File: src/rtl/dmem_arbiter_pkg.sv
// Shared definitions for the data-memory arbiter: FSM encoding and default sizing.
package dmem_arbiter_pkg;

    typedef enum logic [1:0] {
        IDLE   = 2'd0,
        CPU_RD = 2'd1,
        EXT_RD = 2'd2
    } arb_state_e;

    localparam int STARVE_MAX_DEF = 4;
    localparam int RAM_AW_DEF     = 12;
    localparam int CNT_W          = 4;

    function automatic logic is_misaligned(input logic [31:0] addr);
        return addr[1:0] != 2'b00;
    endfunction

endpackage

File: src/rtl/dmem_arb_starve.sv
// Starvation guard: counts CPU wins while the external port waits and forces
// an external grant once the count reaches STARVE_MAX.
module dmem_arb_starve
    import dmem_arbiter_pkg::*;
#(
    parameter int STARVE_MAX = STARVE_MAX_DEF
) (
    input  logic clk,
    input  logic rst,
    input  logic ext_req_i,
    input  logic cpu_gnt_i,
    input  logic ext_gnt_i,
    output logic ext_force_o
);

    localparam logic [CNT_W-1:0] MAX = CNT_W'(STARVE_MAX);

    logic [CNT_W-1:0] cnt_q, cnt_d;

    always_comb begin
        cnt_d = cnt_q;
        if (!ext_req_i || ext_gnt_i) begin
            cnt_d = '0;
        end else if (cpu_gnt_i && (cnt_q < MAX)) begin
            cnt_d = cnt_q + 1'b1;
        end
    end

    always_ff @(posedge clk or posedge rst) begin
        if (rst) begin
            cnt_q <= '0;
        end else begin
            cnt_q <= cnt_d;
        end
    end

    assign ext_force_o = ext_req_i && (cnt_q == MAX);

endmodule

File: src/rtl/dmem_arbiter.sv
// Arbitrates the MEM-stage CPU port and a loader/debug port onto one
// synchronous-read RAM. Optional alignment trap: define DMEM_ARB_ALIGN_CHECK_EN.
module dmem_arbiter
    import dmem_arbiter_pkg::*;
#(
    parameter int STARVE_MAX = STARVE_MAX_DEF,
    parameter int RAM_AW     = RAM_AW_DEF
) (
    input  logic              clk,
    input  logic              rst,
    input  logic              cpu_ce,
    input  logic              cpu_we,
    input  logic [31:0]       cpu_addr,
    input  logic [31:0]       cpu_wdata,
    output logic [31:0]       cpu_rdata,
    output logic              cpu_stall,
    input  logic              ext_req,
    input  logic              ext_we,
    input  logic [31:0]       ext_addr,
    input  logic [31:0]       ext_wdata,
    output logic              ext_ack,
    output logic [31:0]       ext_rdata,
    output logic              ram_ce,
    output logic              ram_we,
    output logic [RAM_AW-1:0] ram_addr,
    output logic [31:0]       ram_wdata,
    input  logic [31:0]       ram_rdata,
    output logic              align_err
);

    arb_state_e state_q, state_d;
    logic       ext_ack_q;
    logic       ext_force;
    logic       misal;
    logic       idle, ext_win, ext_gnt, cpu_gnt, cpu_ram;
    logic       unused_addr_bits;

    assign unused_addr_bits = ^{cpu_addr[31:RAM_AW+2], cpu_addr[1:0],
                                ext_addr[31:RAM_AW+2], ext_addr[1:0]};

`ifdef DMEM_ARB_ALIGN_CHECK_EN
    logic align_err_q;
    assign misal = is_misaligned(cpu_addr);
`else
    assign misal = 1'b0;
`endif

    // An ack in the previous cycle blocks an ext grant so acks never abut.
    assign idle    = (state_q == IDLE) && !rst;
    assign ext_win = ext_req && !ext_ack_q && (ext_force || !cpu_ce);
    assign ext_gnt = idle && ext_win;
    assign cpu_gnt = idle && cpu_ce && !ext_win;
    assign cpu_ram = cpu_gnt && !misal;

    dmem_arb_starve #(
        .STARVE_MAX (STARVE_MAX)
    ) u_starve (
        .clk         (clk),
        .rst         (rst),
        .ext_req_i   (ext_req),
        .cpu_gnt_i   (cpu_gnt),
        .ext_gnt_i   (ext_gnt),
        .ext_force_o (ext_force)
    );

    always_ff @(posedge clk or posedge rst) begin
        if (rst) begin
            state_q   <= IDLE;
            ext_ack_q <= 1'b0;
        end else begin
            state_q   <= state_d;
            ext_ack_q <= ext_ack;
        end
    end

    always_comb begin
        state_d = state_q;
        case (state_q)
            IDLE: begin
                if (ext_gnt && !ext_we) begin
                    state_d = EXT_RD;
                end else if (cpu_ram && !cpu_we) begin
                    state_d = CPU_RD;
                end
            end
            CPU_RD:  state_d = IDLE;
            EXT_RD:  state_d = IDLE;
            default: state_d = IDLE;
        endcase
    end

    always_comb begin
        ram_ce    = 1'b0;
        ram_we    = 1'b0;
        ram_addr  = '0;
        ram_wdata = '0;
        cpu_rdata = '0;
        cpu_stall = 1'b0;
        ext_ack   = 1'b0;
        ext_rdata = '0;
        if (!rst) begin
            case (state_q)
                IDLE: begin
                    if (ext_gnt) begin
                        ram_ce    = 1'b1;
                        ram_we    = ext_we;
                        ram_addr  = ext_addr[RAM_AW+1:2];
                        ram_wdata = ext_wdata;
                        ext_ack   = ext_we;
                        cpu_stall = cpu_ce;
                    end else if (cpu_ram) begin
                        ram_ce    = 1'b1;
                        ram_we    = cpu_we;
                        ram_addr  = cpu_addr[RAM_AW+1:2];
                        ram_wdata = cpu_wdata;
                        cpu_stall = !cpu_we;
                    end
                end
                CPU_RD: begin
                    cpu_rdata = ram_rdata;
                end
                EXT_RD: begin
                    ext_ack   = 1'b1;
                    ext_rdata = ram_rdata;
                    cpu_stall = cpu_ce;
                end
                default: ;
            endcase
        end
    end

`ifdef DMEM_ARB_ALIGN_CHECK_EN
    always_ff @(posedge clk or posedge rst) begin
        if (rst) begin
            align_err_q <= 1'b0;
        end else if (cpu_gnt && misal) begin
            align_err_q <= 1'b1;
        end
    end
    assign align_err = align_err_q;
`else
    assign align_err = 1'b0;
`endif

endmodule
File: config.mk
export PLATFORM = sky130hd
export DESIGN_NAME = dmem_arbiter
export DESIGN_NICKNAME = d
export VERILOG_FILES = /design/src/rtl/dmem_arbiter_pkg.sv /design/src/rtl/dmem_arb_starve.sv /design/src/rtl/dmem_arbiter.sv
export SDC_FILE = /design/constraint.sdc
export NUM_CORES = 1
export LEC_CHECK = 0
export ABC_AREA = 1
export CELL_PAD_IN_SITES_DETAIL_PLACEMENT = 1
export CELL_PAD_IN_SITES_GLOBAL_PLACEMENT = 1
export CORE_MARGIN = 2
export CORE_UTILIZATION = 11
export CTS_CLUSTER_SIZE = 20
export DETAILED_ROUTE_END_ITERATION = 6
export PLACE_DENSITY = 0.92
export REMOVE_ABC_BUFFERS = 1
export SYNTH_ARGS = -nofsm -noshare
export SYNTH_HDL_FRONTEND = slang
export SYNTH_SLANG_ARGS = --single-unit
File: constraint.sdc
create_clock -name clk -period 4.1 [get_ports clk]
set_input_delay 0.82 -clock clk [delete_from_list [all_inputs] [get_ports clk]]
set_output_delay 0.82 -clock clk [all_outputs]
set_load 0.01 [all_outputs]
==> results of run 1 <==
through the flow:
stage                     worst slack [ns]  utilization, %  area [um^2]
after CTS                           0.3116           30.07         4174
final                               0.4074           30.07         4174
after detailed placement            0.3312           29.50         4095
after global routing                0.2191           30.07         4174
after floorplan                     0.8159               -         1415
after global placement              0.3549           29.50         4095
power breakdown:
part	switching (mW)	internal, mW
Clock	0.0418	0.130
Sequential	0.00158	0.0717
Combinational	0.131	0.193
logic make-up after synthesis:
kind of cell               after synthesis  synth area share [%]
other                                    1                0.2392
buffers and inverters                   76                 21.23
AOI/OAI and AO/OA                        4                 1.277
and+or+nand+nor                        225                 64.49
DFF                                      7                 11.17
adders and majority gates                2                 1.596
state kept, by name, indices dropped and copies added, names as in the netlist:
signal / count
u_starve.cnt_q: 4
state_q: 2
ext_ack_q: 1
final cells by class:
| cell class | count | area (um^2) | share of cell area [%] |
|---|---|---|---|
| clock buffer | 4 | 78.83 | 1.888 |
| inverter | 48 | 180.2 | 4.317 |
| multi-input combinational | 232 | 1065 | 25.51 |
| sequential | 7 | 175.2 | 4.197 |
| tap | 180 | 225.2 | 5.396 |
| timing repair buffer | 243 | 2450 | 58.69 |
how the worst max path moves through the flow:
| stage | from | endpoint | depth (start not counted) |
|---|---|---|---|
| 5_1_grt | ext_req | ext_ack | 8 |
| 3_3_place_gp | ext_req | ram_wdata[5] | 9 |
| 4_1_cts | ext_req | ram_wdata[5] | 9 |
| 2_1_floorplan | rst | ram_we | 5 |
| 3_5_place_dp | ext_req | ram_wdata[5] | 9 |
| 6_report | ext_req | ram_wdata[5] | 9 |
per-layer routing:
metal | vias to the layer above | share of wire (%) | global-route usage [%] | wire (um)
met1 | 1290 | 36 | 11.32 | 3381
met4 | 0 | 1.2 | 2.486 | 108
li1 | 1431 | - | - | -
met3 | 9 | 12 | 3.506 | 1117
met5 | - | 0 | 0 | 0
met2 | 180 | 51 | 22.87 | 4770
worst reg2reg max path: stages (launching register included):
cell     delay, ns
dfrtp_1       0.39
inv_1         0.09
ha_1          0.15
nand3_1       0.09
nand2_1       0.11
nand3_2       0.12
inv_2         0.21
nand2_1       0.13
a21oi_1       0.22
cells in the final DEF (no fill, tap or decap), drive strengths merged:
cell type	netlist	layout
o21ai	2	2
nor3	65	65
nor2	10	10
buf	22	7
nand3	48	48
conb	1	1
nand2	100	100
inv	48	48
a21oi	2	2
clkdlybuf4s50	0	236
clkbuf	6	4
nand4	2	2
dfrtp	7	7
ha	2	2
Yosys cell counts:
| cell | number |
|---|---|
| nand3_2 | 3 |
| inv_1 | 46 |
| nand4_1 | 2 |
| buf_4 | 9 |
| buf_2 | 5 |
| nand3_1 | 45 |
| conb_1 | 1 |
| nand2_2 | 1 |
| o21ai_0 | 2 |
| clkbuf_1 | 6 |
| nor2_1 | 9 |
| ha_1 | 2 |
| inv_2 | 2 |
| nand2_1 | 99 |
| dfrtp_1 | 7 |
| a21oi_1 | 2 |
| buf_6 | 1 |
| buf_1 | 7 |
| nor3_1 | 65 |
| nor2_2 | 1 |
==> impl_metrics.toml, run 1 <==
[floorplan]
die_w_um = 123.4
die_h_um = 123.4
die_area_mm2 = 0.01522
core_area_mm2 = 0.01388
row_count = 43
start_util_pct = 11.29
io_pins = 279

[cells_and_area]
fin_cells = 714
syn2layout_area_growth_pct = 166.2
drive_above_1_share_pct = 3.184
fin_nets = 703
antenna_cells = 0
n_fill_cell = 1740

[worst_setup_path]
critical_path_class = "input port to output pin"
timing.rr.start = "u_starve.cnt_q[0]"
crit_path_cell_trace = "clkdlybuf4s50_1, inv_1, nor2_1, nand3_2, inv_2, buf_12, nand2_1, nand2_1, clkdlybuf4s50_1"
crit_family = "buffers and inverters"
r2r_slack_ns = 2.49
reg2regPathDepth = 8
start_kind = "input port"
cp-end-kind = "output pin"
cp_slowest_cell = "clkdlybuf4s50_1"
crit_required_ns = 3.28
critPathBufInv = 5
critPathMaxStageDelay_ns = 0.55
critPathArrivalTime_ns = 2.87
reg2reg_to = "ext_ack_q"
critPathMaxFanout = 37

[synth]
ys_seq_area_share_pct = 11.17
synthTopCellsByArea = "nand2_1 24%, nor3_1 21%, nand3_1 14%, dfrtp_1 11%, inv_1 11%"
synth-warning-count = 0
yosysTopAreaCell = "nand2_1"
syn_area_per_cell_um2 = 4.977
yosysTopAreaCellShare_pct = 23.70
synthDistinctLibCells = 20
syn_area_mm2 = 0.001568
synthCells = 315
ys_ff_latch = 7

[global_routing]
grt_pass1_vias = 2942
grt_max_degree = 67
antenna_found_initial = 0
grt_overflow = 0
grtUsageTotal_pct = 11.42
grt_pass1_wl_um = 13940

[cts]
cts_root_buffer = "clkbuf_16"
cts_sinks = 7
cts_hold_buf = 0
worstSkewPairLatency_ns = 0.24
cts-buffers-inserted = 3
tritoncts = "done"
cts_resized = 0
postCtsSetupBuffers = 0
cts_max_level = 1
clk_path_buf_depth = 2
path_clk_slew_ns = 0.04

[placement]
placed_cells = 710
portBuffers = 237
place_congestion = 0.6938
place.detailed.hpwl_um = 7755

[min_path]
worst_hold_path_type = "input port to async pin"

[timing]
worst-slew-pin-transition_ns = 0.6365
layout_min_cycle_time_ns = 3.693
drv_slew = 0
relSlewSlack_pct = 57.57
setup_viol = 0
max_freq_ghz = 0.2708
hold_ws_ns = 0.4973
period_share_pct = 90.06
fin_tns_setup_ns = 0
final_hold_viol_count = 0
rsz0062_at_grt = "false"
skew_ns = 0.0004836

[routing]
vias = 2910
ant_nets = 0
drtIter0Drc = 39
drt_first_pass_iters = 2
drc = 0
vias_per_cell = 4.076
post_drt_wl_per_cell_um = 13.13
postRouteWirelength_um = 9377

[power]
p_total_mw = 0.5692
powerDensity_mw_per_mm2 = 136.4
p_leak_nw = 1.793
peakVddDrop_mv = 0.1008

[flow_run]
cap_violations = 0

[status]
status = "complete, no violations"
(Power assumes the default switching activity.)
==> inputs of run 2 (changes only) <==
PLACE_DENSITY = 0.89   (was 0.92)
==> run 2 against run 1 <==
  * Utilization unchanged
  * Setup slack better by 0.0056 ns
  * Clock-buffer cell count unchanged
  * Wire length up 1.9%
  * Critical endpoint is now ram_wdata[28]
  * Cell count unchanged
  * Highest routed layer unchanged
==> impl_metrics.toml, run 2 (synthesis results as in run 1) <==
[placement]
place_congestion = 0.6994
placed_cells = 710
place.detailed.hpwl_um = 8001
pre_cts_ws_ns = 0.3830
portBuffers = 237

[power]
switching_power_mw = 0.1740
pwr-share-clk_pct = 29.9
powerDensity_mw_per_mm2 = 136.1
sequentialPowerShare_pct = 12.9
peakVddDrop_mv = 0.08347
comb_power_share_pct = 57.2
p_int_mw = 0.3942
p_leak_nw = 1.793
p_total_mw = 0.5682
switching_share_pct = 30.62

[worst_setup_path]
critPathArrivalTime_ns = 2.87
r2r_slack_ns = 2.42
reg2reg_to = "u_starve.cnt_q[1]"
timing.rr.start = "u_starve.cnt_q[0]"
cp-end-kind = "output pin"
critPathMaxFanout = 38
critical_path_class = "input port to output pin"
reg2regPathDepth = 10
start_kind = "input port"
crit_required_ns = 3.28

[floorplan]
die_h_um = 123.4
die_w_um = 123.4
row_count = 43
start_util_pct = 11.29
die_area_mm2 = 0.01522
core_area_mm2 = 0.01388
io_pins = 279

[timing]
drv_slew = 0
max_freq_ghz = 0.2712
period_share_pct = 89.93
final_hold_viol_count = 0
fin_tns_setup_ns = 0
rsz0062_at_grt = "false"
layout_min_cycle_time_ns = 3.687
setup_viol = 0
relSlewSlack_pct = 57.09
skew_ns = 0.0008141
worst-slew-pin-transition_ns = 0.6437
setup_ws_ns = 0.4130

[global_routing]
antenna_found_initial = 0
grt_pass1_vias = 2963
grt_overflow = 0
grtUsageTotal_pct = 11.70
grt_pass1_wl_um = 14250
grt_max_degree = 67

[cells_and_area]
top_register = "u_starve.cnt_q"
largestRegisters = "u_starve.cnt_q: 4 flops, state_q: 2 flops, ext_ack_q: 1 flops"
drive_above_1_share_pct = 3.184
largest_reg_flops = 4
fin_cells = 714
final_cell_mix = "236 x clkdlybuf4s50_1, 99 x nand2_1, 65 x nor3_1, 46 x inv_1, 45 x nand3_1"
n_fill_cell = 1720
fin_nets = 703
fin_util_pct = 30.07
layout_commonest_cell = "clkdlybuf4s50_1"
antenna_cells = 0
syn2layout_area_growth_pct = 166.2

[cts]
worstSkewPairLatency_ns = 0.23
clk_path_buf_depth = 2
cts_hold_buf = 0
cts_resized = 0
cts_sinks = 7
cts-buffers-inserted = 3
cts_root_buffer = "clkbuf_16"
cts_max_level = 1
tritoncts = "done"
path_clk_slew_ns = 0.04
postCtsSetupBuffers = 0

[routing]
drt_first_pass_iters = 4
vias = 2937
drc = 0
vias_per_cell = 4.113
postRouteWirelength_um = 9559
post_drt_wl_per_cell_um = 13.39
drtIter0Drc = 55
ant_nets = 0

[min_path]
worst_hold_path_type = "input port to async pin"

[flow_run]
cap_violations = 0

[status]
status = "complete, no violations"
run 2: cell counts in the layout (fill, tap and decap cells not counted):
Identical to the previous run, type by type.
run 2: worst max-delay path by stage:
stage / from / slack [ns] / depth (start not counted) / end
CTS: ext_req / 0.36 / 9 / ram_wdata[28]
global route: ext_req / 0.23 / 8 / ext_ack
global placement: ext_req / 0.38 / 9 / ram_wdata[28]
detailed placement: ext_req / 0.38 / 9 / ram_wdata[28]
finish: ext_req / 0.41 / 9 / ram_wdata[28]
floorplan: rst / 0.82 / 5 / ram_we
run 2: power groups by stage:
stage               clock (mW)  sequential [mW]  combinational (mW)
global placement             0           0.0739               0.325
detailed placement           0           0.0741               0.331
global route             0.176           0.0736               0.355
floorplan                    0           0.0737              0.0914
finish                   0.170           0.0733               0.325
CTS                      0.173           0.0732               0.332
run 2: final cells by class:
class	count	area (um^2)	area share, %
timing repair buffer	243	2450	58.69
multi-input combinational	232	1065	25.51
tap	180	225.2	5.396
inverter	48	180.2	4.317
sequential	7	175.2	4.197
clock buffer	4	78.83	1.888
run 2: per-stage QoR:
stage	cell area, um^2	hold slack, ns
3_5_place_dp	4095	0.5297
3_3_place_gp	4095	0.5022
6_report	4174	0.5039
5_1_grt	4174	0.5241
2_1_floorplan	1415	0.4863
4_1_cts	4174	0.5168
run 2: critical path, stage by stage:
cell             delay [ns]
clkdlybuf4s50_1        0.49
inv_1                  0.04
nor2_1                 0.18
nand3_2                0.15
inv_2                  0.20
buf_12                 0.22
nand2_1                0.07
nand2_1                0.11
clkdlybuf4s50_1        0.57
run 2: metal layers:
| layer | vias up | track usage (%) | wire (um) |
|---|---|---|---|
| met2 | 183 | 23.52 | 4792 |
| met3 | 9 | 4.474 | 1307 |
| met1 | 1313 | 11.18 | 3383 |
| met4 | 0 | 2.060 | 74 |
| met5 | - | 0 | 0 |
| li1 | 1432 | - | - |
